--- src/rtl/mux_pkg.sv ---
// Shared constants and types for the mux_rr_arb stream selector.
package mux_pkg;
  localparam logic [1:0] MODE_MANUAL = 2'b00;
  localparam logic [1:0] MODE_FIXED  = 2'b01;
  localparam logic [1:0] MODE_RR     = 2'b10;

  typedef enum logic {
    ST_EMPTY = 1'b0,
    ST_FULL  = 1'b1
  } out_state_e;
endpackage

--- src/rtl/mux_rr_arb_if.sv ---
// Bus bundle between N_CH producers, the selector and its single consumer.
interface mux_rr_arb_if #(
  parameter int N_CH = 4,
  parameter int W    = 8
);
  localparam int SELW = $clog2(N_CH);

  // Handshake: a beat moves on a channel in any cycle where valid and ready
  // are both 1 at the rising edge; valid never waits on ready, and ready may
  // depend combinationally on valid.
  logic [1:0]        mode;
  logic [SELW-1:0]   sel;
  logic [N_CH*W-1:0] in_data;
  logic [N_CH-1:0]   in_valid;
  logic [N_CH-1:0]   in_ready;
  logic [W-1:0]      out_data;
  logic              out_valid;
  logic              out_ready;
  logic [SELW-1:0]   out_ch;

  modport master (
    output mode, sel, in_data, in_valid, out_ready,
    input  in_ready, out_data, out_valid, out_ch
  );

  modport slave (
    input  mode, sel, in_data, in_valid, out_ready,
    output in_ready, out_data, out_valid, out_ch
  );
endinterface

--- src/rtl/mux_rr_arb_rr_grant.sv ---
// Combinational one-hot grant: lowest-index request at or after ptr, wrapping.
module rr_grant
  import mux_pkg::*;
#(
  parameter int N_CH = 4,
  parameter int SELW = $clog2(N_CH)
) (
  input  logic [N_CH-1:0] req,
  input  logic [SELW-1:0] ptr,
  input  logic            rr_en,
  output logic [N_CH-1:0] gnt
);
  logic [N_CH-1:0]   mask;
  logic [2*N_CH-1:0] dbl;
  logic [2*N_CH-1:0] hit;
  logic              found;

  // Lower copy keeps only requests at/after ptr; the upper copy supplies the wrap.
  always_comb begin
    mask = '0;
    for (int i = 0; i < N_CH; i++) begin
      mask[i] = !rr_en || (i >= int'(ptr));
    end
    dbl   = {req, req & mask};
    hit   = '0;
    found = 1'b0;
    for (int k = 0; k < 2*N_CH; k++) begin
      if (!found && dbl[k]) begin
        hit[k] = 1'b1;
        found  = 1'b1;
      end
    end
    gnt = hit[N_CH-1:0] | hit[2*N_CH-1:N_CH];
  end
endmodule

--- src/rtl/mux_rr_arb.sv ---
// N-channel stream selector with manual, fixed-priority and round-robin
// arbitration feeding a single registered output beat.
module mux_rr_arb
  import mux_pkg::*;
#(
  parameter int N_CH = 4,
  parameter int W    = 8,
  parameter int SELW = $clog2(N_CH)
) (
  input  logic          clk,
  input  logic          reset,
  mux_rr_arb_if.slave   bus,
  output out_state_e    state
);
  out_state_e      state_nxt;
  logic [SELW-1:0] ptr;
  logic [N_CH-1:0] auto_gnt;
  logic [N_CH-1:0] man_gnt;
  logic [N_CH-1:0] grant;
  logic [N_CH-1:0] rdy;
  logic            load;
  logic            xfer;
  logic [SELW-1:0] g_idx;
  logic [W-1:0]    g_data;
  logic [W-1:0]    data_q;
  logic [SELW-1:0] ch_q;

  // mode 11 shares the round-robin path through mode[1].
  rr_grant #(.N_CH(N_CH), .SELW(SELW)) u_rr_grant (
    .req   (bus.in_valid),
    .ptr   (ptr),
    .rr_en (bus.mode[1]),
    .gnt   (auto_gnt)
  );

  always_comb begin
    man_gnt = '0;
    for (int i = 0; i < N_CH; i++) begin
      man_gnt[i] = bus.in_valid[i] && (int'(bus.sel) == i);
    end
    grant  = (bus.mode == MODE_MANUAL) ? man_gnt : auto_gnt;
    load   = (state == ST_EMPTY) || bus.out_ready;
    rdy    = (load && !reset) ? grant : '0;
    xfer   = |(bus.in_valid & rdy);
    g_idx  = '0;
    g_data = '0;
    for (int i = 0; i < N_CH; i++) begin
      if (rdy[i]) begin
        g_idx  = SELW'(i);
        g_data = bus.in_data[i*W +: W];
      end
    end
  end

  always_comb begin
    state_nxt = state;
    if (xfer) begin
      state_nxt = ST_FULL;
    end else if (state == ST_FULL && bus.out_ready) begin
      state_nxt = ST_EMPTY;
    end
  end

  always_ff @(posedge clk) begin
    if (reset) begin
      state <= ST_EMPTY;
    end else begin
      state <= state_nxt;
    end
  end

  always_ff @(posedge clk) begin
    if (reset) begin
      data_q <= '0;
      ch_q   <= '0;
      ptr    <= '0;
    end else if (xfer) begin
      data_q <= g_data;
      ch_q   <= g_idx;
      if (bus.mode[1]) begin
        ptr <= (g_idx == SELW'(N_CH-1)) ? '0 : g_idx + 1'b1;
      end
    end
  end

  assign bus.in_ready  = rdy;
  assign bus.out_data  = data_q;
  assign bus.out_ch    = ch_q;
  assign bus.out_valid = (state == ST_FULL);
endmodule

--- src/flat_wrapper.sv ---
// flat-port wrapper written by rule: the top's interface ports become plain ports
module mux_rr_arb_flat import mux_pkg::*;
#(
  parameter int N_CH = 4,
  parameter int W    = 8,
  parameter int SELW = $clog2(N_CH)
)
  (clk, reset, state, bus_mode, bus_sel, bus_in_data, bus_in_valid, bus_out_ready, bus_in_ready, bus_out_data, bus_out_valid, bus_out_ch);
  mux_rr_arb_if #(.N_CH(N_CH), .W(W)) bus_i ();
  input  logic clk;
  input  logic reset;
  output out_state_e state;
  input wire logic [$bits(bus_i.mode)-1:0] bus_mode;
  input wire logic [$bits(bus_i.sel)-1:0] bus_sel;
  input wire logic [$bits(bus_i.in_data)-1:0] bus_in_data;
  input wire logic [$bits(bus_i.in_valid)-1:0] bus_in_valid;
  input wire logic [$bits(bus_i.out_ready)-1:0] bus_out_ready;
  output wire logic [$bits(bus_i.in_ready)-1:0] bus_in_ready;
  output wire logic [$bits(bus_i.out_data)-1:0] bus_out_data;
  output wire logic [$bits(bus_i.out_valid)-1:0] bus_out_valid;
  output wire logic [$bits(bus_i.out_ch)-1:0] bus_out_ch;
  assign bus_i.mode = bus_mode;
  assign bus_i.sel = bus_sel;
  assign bus_i.in_data = bus_in_data;
  assign bus_i.in_valid = bus_in_valid;
  assign bus_i.out_ready = bus_out_ready;
  assign bus_in_ready = bus_i.in_ready;
  assign bus_out_data = bus_i.out_data;
  assign bus_out_valid = bus_i.out_valid;
  assign bus_out_ch = bus_i.out_ch;
  mux_rr_arb #(.N_CH(N_CH), .W(W), .SELW(SELW)) u_core (.clk(clk), .reset(reset), .bus(bus_i), .state(state));
endmodule
--- config.mk ---
export PLATFORM = sky130hd
export DESIGN_NAME = mux_rr_arb_flat
export DESIGN_NICKNAME = d
export VERILOG_FILES = /design/src/rtl/mux_pkg.sv /design/src/rtl/mux_rr_arb_if.sv /design/src/rtl/mux_rr_arb_rr_grant.sv /design/src/rtl/mux_rr_arb.sv /design/src/flat_wrapper.sv
export SDC_FILE = /design/constraint.sdc
export NUM_CORES = 1
export LEC_CHECK = 0
export CAP_MARGIN = 20
export CORE_UTILIZATION = 35
export DETAILED_ROUTE_END_ITERATION = 10
export HOLD_SLACK_MARGIN = 0.03
export PLACE_DENSITY = 0.9
export SLEW_MARGIN = 20
export SYNTH_ARGS = -nofsm -noshare
export SYNTH_HDL_FRONTEND = slang
export SYNTH_SLANG_ARGS = --single-unit
--- constraint.sdc ---
create_clock -name clk -period 2 [get_ports clk]
set_input_delay 0.3 -clock clk [delete_from_list [all_inputs] [get_ports clk]]
set_output_delay 0.3 -clock clk [all_outputs]
set_load 0.005 [all_outputs]
==> impl_results.md <==
* Outcome: finished, violations left
* Failing checks: setup timing
* DR WL/cell at 22.0 um
* N_diodes at 0
* Core Region at 2280 um^2
* Worst-path clk slew at roughly 100 ps
* CTS HTree Levels at 1
* Port Buffer Count at 58
* Post-Route WL at 5030 um
* CP startpoint kind: flop
* Synth unique cells at 38
* Die H at 51.8 um
* Crit end category: flop
* Synth Register Bits at 13
* Clk sinks at 13
* Nets at between 200 and 250
* Via count at 1493
* Fin crit share at 111%
* Sw Pwr at roughly 0.00037 W
* Die area at 2680 um^2
* Clock Skews at around 5.6 ps
* FFs w/ async S/R, synth at 0%
* Crit path arrival time at approximately 2400 ps
* DP Wirelength at ~2600 um
* Avg Inst Size Synth at 8.10 um^2
* Largest net degree at the start of global routing at 13
* Setup TNS at -846 ps
* DP Area at 1640 um^2
* Die width at 51.8 um
* RSZ-0062 raised after global routing: yes
* Slew Limit Headroom at 66.7%
* Max IR drop VDD at 465 uV
* CTS tree: done
* Final Hold Viols at 0
* Vias in the first global route at roughly 1400
* Layout area overhead at 127%
* Share of cells above drive strength 1 at just under 40%
* Fmax achieved at 452 MHz
* CTS root buf: clkbuf_4
* Cts hold-fix bufs at 0
* Post-synth top area share at 30.0%
* Power per cell area at 537 nW/um^2
* Finished Layout Cells at approximately 230
* Min Tclk post-route at 2210 ps
* Max Slew Vio Count at 0
* Crit-path max FO at 4
* Syn_nets at 150
* Total track usage at approximately a third
* Synth area leader: dfxtp_1
* Register area share after synthesis at 30.0%
* Max Cap Violations at 0
* Post-synth design cell area at 867 um^2
* Row cnt at 17
* Worst Max-Slew Pin Slew at 499 ps
* Detailed-route DRC error count at 0
* Ports at between 50 and 60
* Initial antenna violation count at 0
* Setup CP Type: reg2reg
* Cells after Synth at 107
* Internal at 0.000685 W
* Setup violations, final at 12
* Antenna viol nets, final at 0
* Area contributors post-synth: dfxtp_1 (30%), a222oi_1 (8.1%), a311oi_1 (6.1%), nor3_1 (5.2%), nand2_1 (3.9%)
* Cells after DPL at 212
* Grt ovf at 0
* Number of flops mapped to enable cells by yosys at 0
* Hold Path Class: in2reg
* Yosys warns at 0
* Non-Filler Cell Area, Final at 1970 um^2
* Worst EP required at 2140 ps
* Placer congestion estimate at approximately 0.87
* Clock power share at 17.3%
* First-pass GRT wire length at 6580 um
* Initial Utilization at 38.1%
* P_leak at roughly 0.79 nW
* Clk Latency, worst-skew pair at a little under 300 ps
* Pre-antenna DRT Iters at 6
* Max clock buf depth at 2
* First DRT Iteration DRCs at 100
* Final setup margin at -211 ps
* Part of the power in combinational logic at 52.5%
* Vias per inst at 6.52
* Flop pwr share at 30.2%
* Num CTS Buffers at 3
* Main synth FF type: dfxtp_1
* Switching Share at between 30% and 40%
* Tot Pwr at roughly 0.0011 W
* Filler cell count at 96
## layout by cell type (no fill, tap or decap), drive strengths merged, types with 3 or more instances in the layout
cell,n
clkbuf,8
inv,5
a222oi,7
nor2b,3
o21bai,3
a21oi,5
nor3,9
buf,40
clkdlybuf4s50,48
o21ai,3
dfxtp,13
a311oi,8
clkdlybuf4s15,3
nor2,7
nand2,9
or2,3
## power groups by stage
| stage | sequential (W) | clock, W | combinational, W |
|---|---|---|---|
| floorplan | 0.000322 | 0 | 0.000159 |
| global placement | 0.000318 | 0 | 0.000393 |
| detailed placement | 0.000318 | 0 | 0.000408 |
| CTS | 0.000313 | 0.000169 | 0.000490 |
| global route | 0.000323 | 0.000189 | 0.000577 |
| finish | 0.000320 | 0.000183 | 0.000556 |
## per-stage QoR
| stage | setup WS (ps) | util, % | hold slack (ps) |
|---|---|---|---|
| 2_1_floorplan | 329 | - | 379 |
| 3_3_place_gp | -486 | 72.2 | 556 |
| 3_5_place_dp | -630 | 72.2 | 588 |
| 4_1_cts | -67.4 | 83.6 | 599 |
| 5_1_grt | -276 | 86.6 | 574 |
| 6_report | -211 | 86.6 | 539 |
## synth_stat cells (2+ instances only)
cell / n
a211oi_1: 2
a21oi_1: 5
a222oi_1: 7
a22oi_1: 2
a311oi_1: 6
a311oi_2: 2
buf_2: 4
clkbuf_1: 3
dfxtp_1: 13
inv_1: 5
nand2_1: 9
nand2b_1: 2
nor2_1: 7
nor2b_1: 3
nor3_1: 9
o21a_1: 2
o21ai_0: 2
o21bai_1: 3
or2_1: 2
## cell families (layout without fill, tap and decap cells)
family / after synthesis / count (layout) / synth area share [%]
AOI/OAI and AO/OA: 42 / 42 / 40.1
and+or+nand+nor: 38 / 39 / 21.9
buffers and inverters: 14 / 107 / 7.94
DFF: 13 / 13 / 30.0
## layer usage
metal	global-route usage (%)	vias to the layer above	wire, um
met2	61.5	153	2410
li1	-	612	-
met3	6.43	42	619
met4	18.5	0	306
met5	0	-	0
met1	37.9	686	1690
## area by class of cell
type	instances	area (um^2)	area share, %
multi-input cells	81	722	36.6
clock buffers	4	26.3	1.33
repair buffers	98	905	45.9
inverters	5	18.8	0.952
flip-flops and latches	13	265	13.5
well taps	28	35.0	1.78
## worst max-delay path, stage by stage (launching register included)
cell	delay (ps)
dfxtp_4	380
buf_6	110
nand4b_1	170
o311ai_4	140
o221a_4	250
buf_6	120
buf_6	120
buf_12	120
a222oi_1	440
a311oi_1	200
## state kept, by name, indices dropped and copies added, names as in the netlist
register	count
u_core.bus.out_valid	1
u_core.ptr	2
u_core.bus.out_data	8
u_core.bus.out_ch	2
## worst paths after layout
check / to / startpoint / slack [ps] / depth (start not counted)
setup / recovery: u_core.bus.out_data[4]$_SDFFE_PP0P_ / u_core.ptr[0]$_SDFFE_PP0P_ / -210 / 9
hold / removal: u_core.ptr[0]$_SDFFE_PP0P_ / bus_mode[1] / 540 / 3
setup reg to reg: u_core.bus.out_data[4]$_SDFFE_PP0P_ / u_core.ptr[0]$_SDFFE_PP0P_ / -210 / 9
hold reg to reg: u_core.bus.out_ch[0]$_SDFFE_PP0P_ / u_core.bus.out_ch[0]$_SDFFE_PP0P_ / 610 / 3
## what timing repair did
action	CTS	global route
pin swaps	15	11
cloned	2	0
buffers inserted	9	4
resized for setup	48	19
setup endpoints to repair	16	17
No activity file was read; power rests on OpenSTA's default activity.
